### config.mk
export PLATFORM = sky130hd
export DESIGN_NAME = obstacle_scheduler
export DESIGN_NICKNAME = d
export VERILOG_FILES = /design/src/rtl/obstacle_scheduler.sv
export SDC_FILE = /design/constraint.sdc
export NUM_CORES = 1
export LEC_CHECK = 0
export CORE_MARGIN = 2
export CORE_UTILIZATION = 45
export CTS_BUF_LIST = sky130_fd_sc_hd__clkbuf_4
export DETAILED_ROUTE_END_ITERATION = 16
export PLACE_DENSITY = 0.67
export SETUP_SLACK_MARGIN = 0.5
export SLEW_MARGIN = 20
export SYNTH_ARGS = -nofsm -noshare
export SYNTH_HDL_FRONTEND = slang
export SYNTH_SLANG_ARGS = --single-unit
### constraint.sdc
create_clock -name clk_25_175_i -period 2.2 [get_ports clk_25_175_i]
set_input_delay 0.55 -clock clk_25_175_i [delete_from_list [all_inputs] [get_ports clk_25_175_i]]
set_output_delay 0.55 -clock clk_25_175_i [all_outputs]
set_load 0.03 [all_outputs]
### src/rtl/obstacle_scheduler.sv
// ---------------------------------------------------------------------------
// obstacle_scheduler
//
// Decides when an obstacle spawns and which kind (bird or cactus) it is for
// the dino-run game. A frame-counted gap separates consecutive obstacles. The
// gap is a base value plus a few random bits. The base shrinks with play time
// until it reaches a floor.
//
// Ports
//   clk_25_175_i    pixel clock (single clock domain)
//   rst_i           asynchronous, active-high reset
//   en_i            game is in PLAYING state
//   freeze_i        game is in HIT state: all state holds, no pulses
//   clear_i         synchronous restart: back to IDLE, difficulty ramp reset
//   next_frame_i    one-cycle pulse per frame
//   visible_i       VGA timer is inside the visible region
//   rand_i[15:0]    current LFSR value
//   lfsr_next_o     one-cycle pulse: advance the LFSR (combinational)
//   bird_spawn_o    one-cycle spawn pulse to the bird object (registered)
//   cactus_spawn_o  one-cycle spawn pulse to the cactus object (registered)
//   bird_rand_o     bird variant latched at bird spawn (rand_i[1:0])
//   cactus_rand_o   cactus variant latched at cactus spawn (rand_i[4:2])
//   gap_base_o      current base gap in frames
// ---------------------------------------------------------------------------
module obstacle_scheduler #(
    parameter int GAP_INIT       = 40,
    parameter int GAP_FLOOR      = 16,
    parameter int GAP_RAND_BITS  = 5,
    parameter int SPEEDUP_FRAMES = 600,
    parameter int BIRD_UNLOCK    = 300
) (
    input  logic        clk_25_175_i,
    input  logic        rst_i,
    input  logic        en_i,
    input  logic        freeze_i,
    input  logic        clear_i,
    input  logic        next_frame_i,
    input  logic        visible_i,
    input  logic [15:0] rand_i,
    output logic        lfsr_next_o,
    output logic        bird_spawn_o,
    output logic        cactus_spawn_o,
    output logic [1:0]  bird_rand_o,
    output logic [2:0]  cactus_rand_o,
    output logic [7:0]  gap_base_o
);

    localparam logic [7:0]  GAP_INIT_C    = 8'(GAP_INIT);
    localparam logic [7:0]  GAP_FLOOR_C   = 8'(GAP_FLOOR);
    localparam logic [15:0] RAMP_LAST_C   = 16'(SPEEDUP_FRAMES - 1);
    localparam logic [15:0] BIRD_UNLOCK_C = 16'(BIRD_UNLOCK);

    typedef enum logic [1:0] {
        ST_IDLE = 2'd0,
        ST_WAIT = 2'd1,
        ST_ARM  = 2'd2
    } state_t;

    state_t      state_q;
    state_t      state_d;

    logic [7:0]  gap_cnt_q;
    logic [7:0]  gap_base_q;
    logic [15:0] elapsed_q;
    logic [15:0] ramp_cnt_q;
    logic        bird_spawn_p1;
    logic        cactus_spawn_p1;
    logic [1:0]  bird_rand_q;
    logic [2:0]  cactus_rand_q;

    logic        go;
    logic        fire;
    logic        load_gap;
    logic        pick_bird;
    logic [7:0]  gap_load;
    logic        unused_rand;

    // Saturating frame counter step for the play-time counter.
    function automatic logic [15:0] sat_inc16(input logic [15:0] v);
        return (v == 16'hFFFF) ? v : v + 16'd1;
    endfunction

    // One difficulty step: shrink the base gap, never below the floor.
    function automatic logic [7:0] ramp_gap(input logic [7:0] base);
        return (base > GAP_FLOOR_C) ? base - 8'd1 : base;
    endfunction

    // Normal operation only when playing, not frozen and not restarting.
    assign go        = en_i & ~freeze_i & ~clear_i;
    // Spawn only during blanking so an obstacle never pops in mid-scanout.
    assign fire      = go & (state_q == ST_ARM) & ~visible_i;
    assign load_gap  = go & ((state_q == ST_IDLE) | fire);
    assign pick_bird = rand_i[15] & (elapsed_q >= BIRD_UNLOCK_C);
    // Cannot overflow: GAP_INIT + 2**GAP_RAND_BITS - 1 fits in 8 bits.
    assign gap_load  = gap_base_q + 8'(rand_i[GAP_RAND_BITS-1:0]);

    // Only some LFSR bits steer decisions; the rest are intentionally ignored.
    assign unused_rand = ^rand_i;

    // ---- FSM: state register ----
    always_ff @(posedge clk_25_175_i or posedge rst_i) begin
        if (rst_i) begin
            state_q <= ST_IDLE;
        end else begin
            state_q <= state_d;
        end
    end

    // ---- FSM: next-state logic ----
    always_comb begin
        state_d = state_q;
        if (clear_i) begin
            state_d = ST_IDLE;
        end else if (freeze_i) begin
            state_d = state_q;
        end else if (!en_i) begin
            state_d = ST_IDLE;
        end else begin
            case (state_q)
                ST_IDLE: state_d = ST_WAIT;
                // A count of 0 or 1 both mean the gap expires on this frame.
                ST_WAIT: if (next_frame_i && (gap_cnt_q <= 8'd1)) state_d = ST_ARM;
                ST_ARM:  if (!visible_i) state_d = ST_WAIT;
                default: state_d = ST_IDLE;
            endcase
        end
    end

    // ---- FSM: outputs ----
    // Spawn pulses are registered one cycle after the fire decision; a pulse
    // still pending while frozen is held in its register and shown on release.
    always_comb begin
        lfsr_next_o    = load_gap & ~rst_i;
        bird_spawn_o   = bird_spawn_p1 & go;
        cactus_spawn_o = cactus_spawn_p1 & go;
    end

    assign bird_rand_o   = bird_rand_q;
    assign cactus_rand_o = cactus_rand_q;
    assign gap_base_o    = gap_base_q;

    // ---- gap countdown, difficulty ramp, spawn pulse stage (_p1) ----
    always_ff @(posedge clk_25_175_i or posedge rst_i) begin
        if (rst_i) begin
            gap_cnt_q       <= 8'd0;
            gap_base_q      <= GAP_INIT_C;
            elapsed_q       <= 16'd0;
            ramp_cnt_q      <= 16'd0;
            bird_spawn_p1   <= 1'b0;
            cactus_spawn_p1 <= 1'b0;
            bird_rand_q     <= 2'd0;
            cactus_rand_q   <= 3'd0;
        end else if (clear_i) begin
            gap_base_q      <= GAP_INIT_C;
            elapsed_q       <= 16'd0;
            ramp_cnt_q      <= 16'd0;
            bird_spawn_p1   <= 1'b0;
            cactus_spawn_p1 <= 1'b0;
        end else if (!freeze_i) begin
            bird_spawn_p1   <= fire & pick_bird;
            cactus_spawn_p1 <= fire & ~pick_bird;
            if (en_i) begin
                // A frame arriving in the fire cycle does not count toward the new gap.
                if (load_gap) begin
                    gap_cnt_q <= gap_load;
                end else if ((state_q == ST_WAIT) && next_frame_i && (gap_cnt_q != 8'd0)) begin
                    gap_cnt_q <= gap_cnt_q - 8'd1;
                end

                if (fire) begin
                    if (pick_bird) begin
                        bird_rand_q <= rand_i[1:0];
                    end else begin
                        cactus_rand_q <= rand_i[4:2];
                    end
                end

                // A new base only affects the next load, never a running countdown.
                if (next_frame_i) begin
                    elapsed_q <= sat_inc16(elapsed_q);
                    if (ramp_cnt_q == RAMP_LAST_C) begin
                        ramp_cnt_q <= 16'd0;
                        gap_base_q <= ramp_gap(gap_base_q);
                    end else begin
                        ramp_cnt_q <= ramp_cnt_q + 16'd1;
                    end
                end
            end
        end
    end

endmodule
### Word-level counts from Yosys, hierarchy flattened

Index checks and enable logic that the tools add are counted.

* input port bits: 23
* register bits after elaboration: 57
* output and inout port bits: 16
* word-level logic and storage cells: 87

* bitwise gates (word level): 17
* reductions and logical operators: 17
* equality and inequality tests: 8
* magnitude comparators: 3
* muxes and demuxes: 28
* add/sub/neg operators: 5

Operators by type and width (number)
* two-way mux 16 bit: 10
* two-way mux 8 bit: 8
* adder 16 x 1 -> 16 bit (second input constant): 2
* equality test 16 x 10 -> 1 bit (second input constant): 1
* equality test 16 bit (second input constant): 1
* >= comparator 16 x 9 -> 1 bit (second input constant): 1
* subtractor 8 x 1 -> 8 bit (second input constant): 2
* AND reduction 5 bit: 3
* AND 1 bit: 11
* two-way mux 2 bit: 5
* nonzero test 2 bit: 5
* adder 8 x 5 -> 8 bit: 1
* > comparator 8 x 5 -> 1 bit (second input constant): 1
* <= comparator 8 x 1 -> 1 bit (second input constant): 1
* inequality test 4 bit (second input constant): 2
* AND reduction 4 bit: 2
* nonzero test 8 bit: 1
* case mux 2 bit (3 select lines): 1
* AND reduction 3 bit: 2
* inverter 1 bit: 5
* two-way mux 1 bit: 4
* logical AND 1 bit: 3
* equality test 2 x 1 -> 1 bit (second input constant): 1
* equality test 2 bit (second input constant): 1
* 4 further kinds: 4

### Logic depth before layout (Yosys ltp)

Gate-level depths: netlist of the first run.

* depth in word-level cells: 9
* depth in mapped cells: 8
* gate-level depth less buffers: 8

### Worst setup path after synthesis of the first run

OpenSTA, ideal clock, no wires.

* path kind: in2out
* from: input clear_i
* to: output lfsr_next_o
* stages: 5
* required time: 1.650 ns
* setup slack: -0.247 ns
* buffers on the path: 2
* data arrival time: 1.897 ns
* cell sequence: clkbuf_1 nor3b_1 nand2_1 clkbuf_1 nor2_1

* word-level cells in the longest chain between the ends: 7

Ends and longest elaborated chain
* start: declaration: line 36 `input logic clear_i,`
* inverter 1 bit (no source line) *
* AND 1 bit *: line 89 `assign go = en_i & ~freeze_i & ~clear_i;`
* AND 1 bit (2 in a row): line 91 `assign fire = go & (state_q == ST_ARM) & ~visible_i;`
* OR 1 bit: line 92 `assign load_gap = go & ((state_q == ST_IDLE) | fire);`
* AND 1 bit *: line 92
* AND 1 bit *: line 133 `lfsr_next_o = load_gap & ~rst_i;`
* end: declaration: line 40 `output logic lfsr_next_o,`

Mark *: on every way between the ends. The rest lies on a longest branch, timed or not.

### Final worst setup path of the first run

Same ends and word-level chain as after synthesis.

==> flow_summary.ini, run 1 <==
[sta]
slew_viol_final = 0
worstMarginPinSlew_ps = 390.4
slew_headroom_pct = 73.92
timing.fmax_ghz = 0.5075
period_share_pct = 89.57
rsz0062_at_grt = yes
fin_skew_ps = 26.98
finalCriticalPeriod_ps = 1970
finalSetupTns_ps = 0
hold_viol = 0
finalSetupViolations = 0

[power]
p_leak_nw = 2.158
total_power_mw = 2.788
ir_worst_vdd_uv = 385.8
powerDensity_nw_per_um2 = 544.7

[drt]
finalWirelength_mm = 9.121
ant_nets = 0
via_per_inst = 5.365
num_vias = 3058
drc = 0
drt_iter0_drc = 176
routedWlPerCell_um = 16.00
drt-pass1-iter-count = 4

[clocking]
clock_latency_ps = 400
cts_root_buf = clkbuf_4
cts_hold_buf = 0
numCtsBuffers = 9
clock_sinks = 57
clkTransAtPathRegs_ps = 90
cts_tree = yes
htreeDepth = 3
cts_buffer_depth = 2

[finish]
nets = 503
diodes = 0
layout-drive-gt1-share_pct = 46.50
area_delta_synth_final_pct = 49.36

[die]
rows = 31
chipHeight_um = 91.27
ios = 39
die_w_um = 91.27
fp.dieArea_um2 = 8329
coreArea_um2 = 7331
initial_utilization_pct = 46.75

[synth]
yosys_warnings = 0
synthArstFlopShare_pct = 100.0
syn_inst = 355
yosysMostFrequentCell = dfrtp_1
synthTopCellsByCount = dfrtp_1, nor2_1, xnor2_1, a21oi_1, nand2_1
syn_area_per_cell_um2 = 9.654
synth_edf_count = 0
synth_top_area_cell = dfrtp_1
syn-num-nets = 392
yosysSeqAreaShare_pct = 41.69
synthesis.area_um2 = 3427
synth_flop_cell = dfrtp_1
synth_area_leaders = dfrtp_1, xnor2_1, nor2_1
ys_ff_latch = 57
synth.top_cell.area_share_pct = 40.16
synthDistinctLibCells = 59

[worst_setup_path]
required_ps = 1650
critPathKind = input pin to primary output
arrival_ps = 1420
cp-end-kind = primary output
crit_path_max_fanout = 4
start_kind = input pin

[grt]
grt_pass1_wl_mm = 15.17
grt_pass1_vias = 3127
grt_start_max_net_pins = 43
antenna_found_initial = 0
gr-usage-all-layers_pct = 22.69
overflow = 0

[placement]
buffer_ports.inserted = 28
dp.final_hpwl_mm = 5.873
gp_congestion = 0.8188

[outcome]
status = finished, final reports clean

[min_path]
hp-class = flip-flop to flip-flop

[job]
cap_violations = 0
[cell usage in the layout (no fill, tap or decap), types with 7 or more instances in the layout]
cell | netlist | routed
buf_4 | 0 | 61
dfrtp_1 | 55 | 44
nor2_1 | 49 | 34
buf_6 | 0 | 22
xnor2_1 | 22 | 20
nand2_1 | 19 | 18
nand3_1 | 17 | 16
xor2_1 | 12 | 12
nand4_1 | 11 | 11
nor2_4 | 0 | 11
clkbuf_4 | 0 | 11
dfrtp_2 | 0 | 11
a21oi_1 | 20 | 10
nor3_1 | 13 | 10
inv_1 | 13 | 9
o21ai_2 | 0 | 8
o21ai_0 | 15 | 8
nor2_2 | 3 | 7
mux2_4 | 2 | 7
ha_4 | 0 | 7
[what timing repair did]
item | CTS | global route
setup buffers | 26 | 11
pin swaps | 43 | 26
endpoints found under the setup margin | 70 | 66
gates resized for setup | 129 | 57
gates cloned | 1 | 0
[per-stage QoR]
step | instance area (um^2) | setup slack [ps] | utilization (%) | hold WS, ps | std cells
after global routing | 5119 | 167.4 | 69.82 | 516.2 | 570
final | 5119 | 229.5 | 69.82 | 494.0 | 570
after floorplan | 3597 | 196.4 | - | 441.3 | 355
after global placement | 4297 | -200.1 | 58.61 | 459.0 | 516
after CTS | 4893 | 241.8 | 66.75 | 503.0 | 559
after detailed placement | 4297 | -214.4 | 58.61 | 474.4 | 516
[sequential cells by signal, summed over array words and instances (netlist names)]
signal,cells
bird_spawn_p1,1
state_q,2
elapsed_q,16
ramp_cnt_q,16
gap_base_o,8
bird_rand_o,2
cactus_rand_o,3
gap_cnt_q,8
cactus_spawn_p1,1
[metal layers]
| layer | routed length, um | part of all wire, % | up-vias | global-route usage [%] |
|---|---|---|---|---|
| met1 | 4136 | 45 | 1499 | 30.88 |
| li1 | - | - | 1495 | - |
| met4 | 119 | 1.3 | 0 | 8.460 |
| met2 | 4593 | 50 | 52 | 36.85 |
| met5 | 0 | 0 | - | 0 |
| met3 | 272 | 3.0 | 12 | 3.237 |
[cell type report]
type                    count  area [um^2]
flip-flops and latches     57         1443
well taps                  99        123.9
multi-input cells         277         2416
fillers                   528         2212
clock buffers              11        82.58
repair buffers            108        948.4
inverters                  13        57.56
clock inverters             5        47.55
[worst paths after layout]
path / startpoint / end / slack (ps) / cells past startpoint
min reg2reg: cactus_spawn_p1$_DFFE_PP0N_ / cactus_spawn_p1$_DFFE_PP0N_ / 490 / 1
min: cactus_spawn_p1$_DFFE_PP0N_ / cactus_spawn_p1$_DFFE_PP0N_ / 490 / 1
max reg2reg: elapsed_q[9]$_DFFE_PP0P_ / bird_rand_o[1]$_DFFE_PP0P_ / 240 / 5
min in group asynchronous: rst_i / bird_rand_o[0]$_DFFE_PP0P_ / 570 / 2
max in group asynchronous: rst_i / elapsed_q[3]$_DFFE_PP0P_ / 1070 / 3
max: clear_i / lfsr_next_o / 230 / 6
[where the power goes]
part	leakage [nW]	total (mW)	internal (mW)	switching [mW]
sequential	0.747	1.20	1.12	0.0805
combinational	1.34	0.838	0.421	0.417
clock	0.0757	0.754	0.362	0.393
[critical path, cell delays in order]
cell and delay [ps]:
buf_6 90, buf_6 110, nor3b_4 290, nand2_2 140, nor2_4 100, buf_6 130
[cell families after synthesis]
kind of cell    share of synthesized area [%]
compound gates                          11.21
fa+ha+maj                               5.331
mux                                     3.980
flops                                   41.69
xor+xnor                                8.689
buf+inv                                 2.373
simple gates                            26.73
(Power assumes the default switching activity.)
==> inputs of run 2 (changes only) <==
CTS_CLUSTER_DIAMETER = 150   (was default)
clock period = 2.55 ns   (was 2.2 ns; I/O delays follow)
==> run 2 against run 1 <==
  * Global-route usage fell by 2.7 points
  * Non-clock buffer count fell by 40
  * Clock skew fell by 0.90 ps
  * Register-to-register slack improved by 280 ps
  * Critical path type unchanged
  * Combinational power fell by 40%
  * Cell count fell by 7.0%
  * Sequential share of layout area rose by 4.1 points
  * Largest cell class unchanged
  * First-iteration DRC count fell by 49%
  * Die area did not move
  * Worst hold slack got worse by 3.8 ps
  * Total power fell by 25%
  * Sequential cell count did not move
==> flow_summary.ini, run 2 (synthesized netlist as in run 1, its figures left out) <==
[outcome]
status = finished, final reports clean

[clocking]
clock_sinks = 57
numCtsBuffers = 9
htreeDepth = 3
clock_latency_ps = 400
cts_tree = yes
clkTransAtPathRegs_ps = 90
cts_hold_buf = 0
cts_root_buf = clkbuf_4
cts_buffer_depth = 2

[drt]
drt-pass1-iter-count = 4
ant_nets = 0
top_layer_used = met4
wl_met2_mm = 3.889
drt_iter0_drc = 89
num_vias = 2880
finalWirelength_mm = 7.862
wl_met3_um = 220
drc = 0
wl_met1_mm = 3.705
routedWlPerCell_um = 14.83
via_per_inst = 5.434

[finish]
nFillCells = 617
nets = 463
reg_top3 = elapsed_q x16, ramp_cnt_q x16
layout-drive-gt1-share_pct = 28.31
diodes = 0
area_delta_synth_final_pct = 29.79
final_common_cell = dfrtp_1
layout_common_cells = dfrtp_1, nor2_1, buf_4, xnor2_1

[power]
ir_worst_vdd_uv = 312.9
p_leak_nw = 1.941
powerDensity_nw_per_um2 = 469.0

[grt]
grt_start_max_net_pins = 39
overflow = 0
grt_pass1_vias = 2744
grt_pass1_wl_mm = 13.34
gr-usage-all-layers_pct = 20.00
antenna_found_initial = 0

[sta]
hold_viol = 0
whs_ps = 490.2
rsz0062_at_grt = yes
period_share_pct = 83.18
slew_headroom_pct = 52.35
slew_viol_final = 0
finalSetupViolations = 0
finalCriticalPeriod_ps = 2121
timing.fmax_ghz = 0.4715
worstMarginPinSlew_ps = 709.2
finalSetupTns_ps = 0
fin_skew_ps = 26.08

[die]
ios = 39
rows = 31
initial_utilization_pct = 46.75
chipHeight_um = 91.27
coreArea_um2 = 7331
fp.dieArea_um2 = 8329
die_w_um = 91.27

[worst_setup_path]
crit_chain = buf_8 -> buf_6 -> nor3b_4 -> buf_4 -> and2_4 -> buf_6
critical_path.most_common_cell = buf_6
max_stage_delay_ps = 220
critPathKind = input pin to primary output
required_ps = 1910
slowest_stage = nor3b_4
cp-end-kind = primary output
critPathBufInv = 4
start_kind = input pin
arrival_ps = 1480
crit_path_max_fanout = 3
crit_family = buffers and inverters

[placement]
buffer_ports.inserted = 28
gp_congestion = 0.8459
dp.final_hpwl_mm = 5.425

[job]
cap_violations = 0

[min_path]
hp-class = flip-flop to flip-flop
==> run 2: cell count changes in the layout (fill, tap and decap cells not counted), sizes merged <==
cell / delta
clkdlybuf4s50: +4
buf: -46
clkbuf: -8
dlygate4sd2: +6
inv: +1
clkinv: +1
clkdlybuf4s15: +3
bufinv: -1
==> run 2: per-layer routing <==
metal | track usage [%] | up-vias
met1 | 26.92 | 1426
met4 | 6.692 | 0
met5 | 0 | -
li1 | - | 1413
met2 | 31.98 | 35
met3 | 4.481 | 6
==> run 2: through the flow <==
stage	std cells	power [mW]	cell area, um^2	util (%)	worst slack, ps
4_1_cts	517	2.057	4209	57.42	412.0
6_report	530	2.086	4448	60.68	428.9
2_1_floorplan	355	1.340	3487	-	402.0
3_3_place_gp	498	1.480	4038	55.08	-120.6
5_1_grt	530	2.223	4448	60.68	394.3
3_5_place_dp	498	1.497	4038	55.08	-147.2
==> run 2: worst paths after layout <==
| kind | from | endpoint | slack [ps] | cells past startpoint |
|---|---|---|---|---|
| min in group asynchronous | rst_i | ramp_cnt_q[3]$_DFFE_PP0P_ | 650 | 2 |
| hold / removal | cactus_spawn_p1$_DFFE_PP0N_ | cactus_spawn_p1$_DFFE_PP0N_ | 490 | 1 |
| hold reg to reg | cactus_spawn_p1$_DFFE_PP0N_ | cactus_spawn_p1$_DFFE_PP0N_ | 490 | 1 |
| setup reg to reg | elapsed_q[15]$_DFFE_PP0P_ | bird_rand_o[0]$_DFFE_PP0P_ | 520 | 5 |
| setup / recovery | clear_i | bird_spawn_o | 430 | 6 |
| max in group asynchronous | rst_i | gap_base_o[5]$_DFFE_PP1P_ | 1290 | 3 |
==> run 2: area by class of cell <==
class	instances	area [um^2]	share of cell area [%]
Multi-Input combinational cell	277	2121	47.68
Sequential cell	57	1436	32.29
Timing Repair Buffer	68	608.1	13.67
Tap cell	99	123.9	2.785
Clock buffer	10	75.07	1.688
Inverter	13	48.80	1.097
Clock inverter	6	35.03	0.7876
==> run 2: report_power, final <==
group / switching [mW] / internal [mW]
combinational: 0.264 / 0.238
clock: 0.346 / 0.205
sequential: 0.0727 / 0.961
==> run 2: what timing repair did <==
action	in CTS	in global routing
resized for setup	48	33
cloned	0	0
setup buffers	3	13
pin swaps	6	8
endpoints found under the setup margin	49	23
==> inputs of run 3 (changes only) <==
PLACE_DENSITY = 0.7   (was 0.67)
clock period = 1.9 ns   (was 2.55 ns; I/O delays follow)
==> run 3 against run 2 <==
  * The run now ends with negative setup slack left
  * Largest cell class unchanged
  * Die area stayed put
  * Critical path depth is 1 lower
  * Combinational power grew 100%
  * Critical endpoint is now cactus_rand_o[2]$_DFFE_PP0P_
  * Cell count up 12%
==> flow_summary.ini, run 3 (synthesized netlist as in run 1, its figures left out) <==
[finish]
final_common_cell = buf_4
area_delta_synth_final_pct = 64.80
layout_common_cells = buf_4, dfrtp_1, buf_6, nor2_1, xnor2_1
multi_input_area_um2 = 2613
diodes = 0
nets = 527
final_cell_area_um2 = 5648
reg_top3 = elapsed_q x16, ramp_cnt_q x16
layout-drive-gt1-share_pct = 51.21
nFillCells = 432
seq_area_um2 = 1441

[outcome]
violations = negative setup slack
status = complete, but fails checks

[die]
ios = 39
die_w_um = 91.27
rows = 31
fp.dieArea_um2 = 8329
chipHeight_um = 91.27
initial_utilization_pct = 46.75
coreArea_um2 = 7331

[worst_setup_path]
start_kind = flip-flop
slowest_stage = or4_4
critPathKind = flip-flop to flip-flop
critPathBufInv = 0
max_stage_delay_ps = 570
cp-end-kind = flip-flop
required_ps = 2180
arrival_ps = 2320
crit_path_max_fanout = 4
crit_chain = or4_4 -> o41ai_4 -> o21ai_4 -> nor2_4 -> mux2_4
crit_family = simple AND/OR/NAND/NOR gates

[clocking]
cts_root_buf = clkbuf_4
numCtsBuffers = 9
clkTransAtPathRegs_ps = 100
htreeDepth = 3
cts_tree = yes
cts_buffer_depth = 2
cts_hold_buf = 0
clock_sinks = 57
clock_latency_ps = 400

[sta]
finalCriticalPeriod_ps = 2041
fin_skew_ps = 20.95
timing.fmax_ghz = 0.4899
period_share_pct = 107.4
worstMarginPinSlew_ps = 485.7
hold_viol = 0
slew_viol_final = 0
worst_slack_ps = -141.4
rsz0062_at_grt = yes
slew_headroom_pct = 67.42
whs_ps = 389.2
finalSetupViolations = 6

[power]
p_leak_nw = 2.361
total_power_mw = 3.407
ir_worst_vdd_uv = 468.6
powerDensity_nw_per_um2 = 603.3

[placement]
placed_cell_area_um2 = 4569
gp_congestion = 0.8268
dp.final_hpwl_mm = 6.372
buffer_ports.inserted = 28

[drt]
num_vias = 3321
ant_nets = 0
drt-pass1-iter-count = 4
via_per_inst = 5.600
drt_iter0_drc = 152
finalWirelength_mm = 10.58
drc = 0
routedWlPerCell_um = 17.85

[grt]
grt_pass1_vias = 3235
antenna_found_initial = 0
grt_start_max_net_pins = 27
grt_pass1_wl_mm = 16.33
overflow = 0
gr-usage-all-layers_pct = 24.79

[job]
cap_violations = 0

[min_path]
hp-class = input pin to flip-flop
==> run 3: changes by cell type in the layout (fill, tap and decap cells not counted), sizes merged <==
cell | before | now
buf | 46 | 122
bufinv | 0 | 2
clkbuf | 10 | 11
clkdlybuf4s15 | 3 | 0
clkdlybuf4s50 | 7 | 4
clkinv | 5 | 3
dlygate4sd2 | 12 | 5
inv | 13 | 12
==> run 3: through the flow <==
step,std cells,worst slack (ps),TNS (ps),utilization [%]
after floorplan,355,-30.13,-36.78,-
after global placement,532,-480.7,-22600,62.33
after detailed placement,532,-537.0,-23260,62.33
after CTS,580,-44.49,-179.5,73.36
after global routing,593,-170.1,-844.9,77.04
final,593,-141.4,-567.5,77.04
==> run 3: routing by layer <==
layer  vias to the layer above  GRT usage (%)  routed length [um]  part of all wire (%)
met5                         -              0                   0                     0
met2                        67          39.20                5279                    50
li1                       1549              -                   -                     -
met3                        15          2.988                 353                   3.3
met1                      1690          35.41                4755                    45
met4                         0          8.207                 195                   1.8
==> run 3: cell type report <==
type                    count  area share [%]
clock buffers              10           1.329
clock inverters             5           1.263
inverters                  13           1.019
multi-input cells         277           46.26
flip-flops and latches     57           25.52
well taps                  99           2.193
repair buffers            132           22.42
==> run 3: path summary, 6_finish.rpt <==
check | from | to | slack [ps] | depth (start not counted)
max reg2reg | elapsed_q[9]$_DFFE_PP0P_ | cactus_rand_o[2]$_DFFE_PP0P_ | -140 | 5
max | elapsed_q[9]$_DFFE_PP0P_ | cactus_rand_o[2]$_DFFE_PP0P_ | -140 | 5
max in group asynchronous | rst_i | gap_base_o[2]$_DFFE_PP0P_ | 950 | 3
min reg2reg | cactus_spawn_p1$_DFFE_PP0N_ | cactus_spawn_p1$_DFFE_PP0N_ | 510 | 1
min in group asynchronous | rst_i | bird_rand_o[1]$_DFFE_PP0P_ | 490 | 2
min | en_i | state_q[1]$_DFFE_PP0P_ | 390 | 3
==> run 3: what timing repair did <==
item,CTS,global route
gates resized for setup,200,40
pin swaps,39,27
endpoints found under the setup margin,73,73
gates cloned,1,0
setup buffers,32,13
==> run 3: power by group <==
| part | total, mW | internal [mW] | switching, mW |
|---|---|---|---|
| combinational | 1.02 | 0.514 | 0.509 |
| clock | 0.985 | 0.530 | 0.455 |
| sequential | 1.40 | 1.29 | 0.107 |
==> run 3: worst reg2reg max path, stage by stage, from the launching register on <==
cell and delay [ps]:
dfrtp_1 390, or4_4 570, o41ai_4 310, o21ai_4 160, nor2_4 190, mux2_4 330
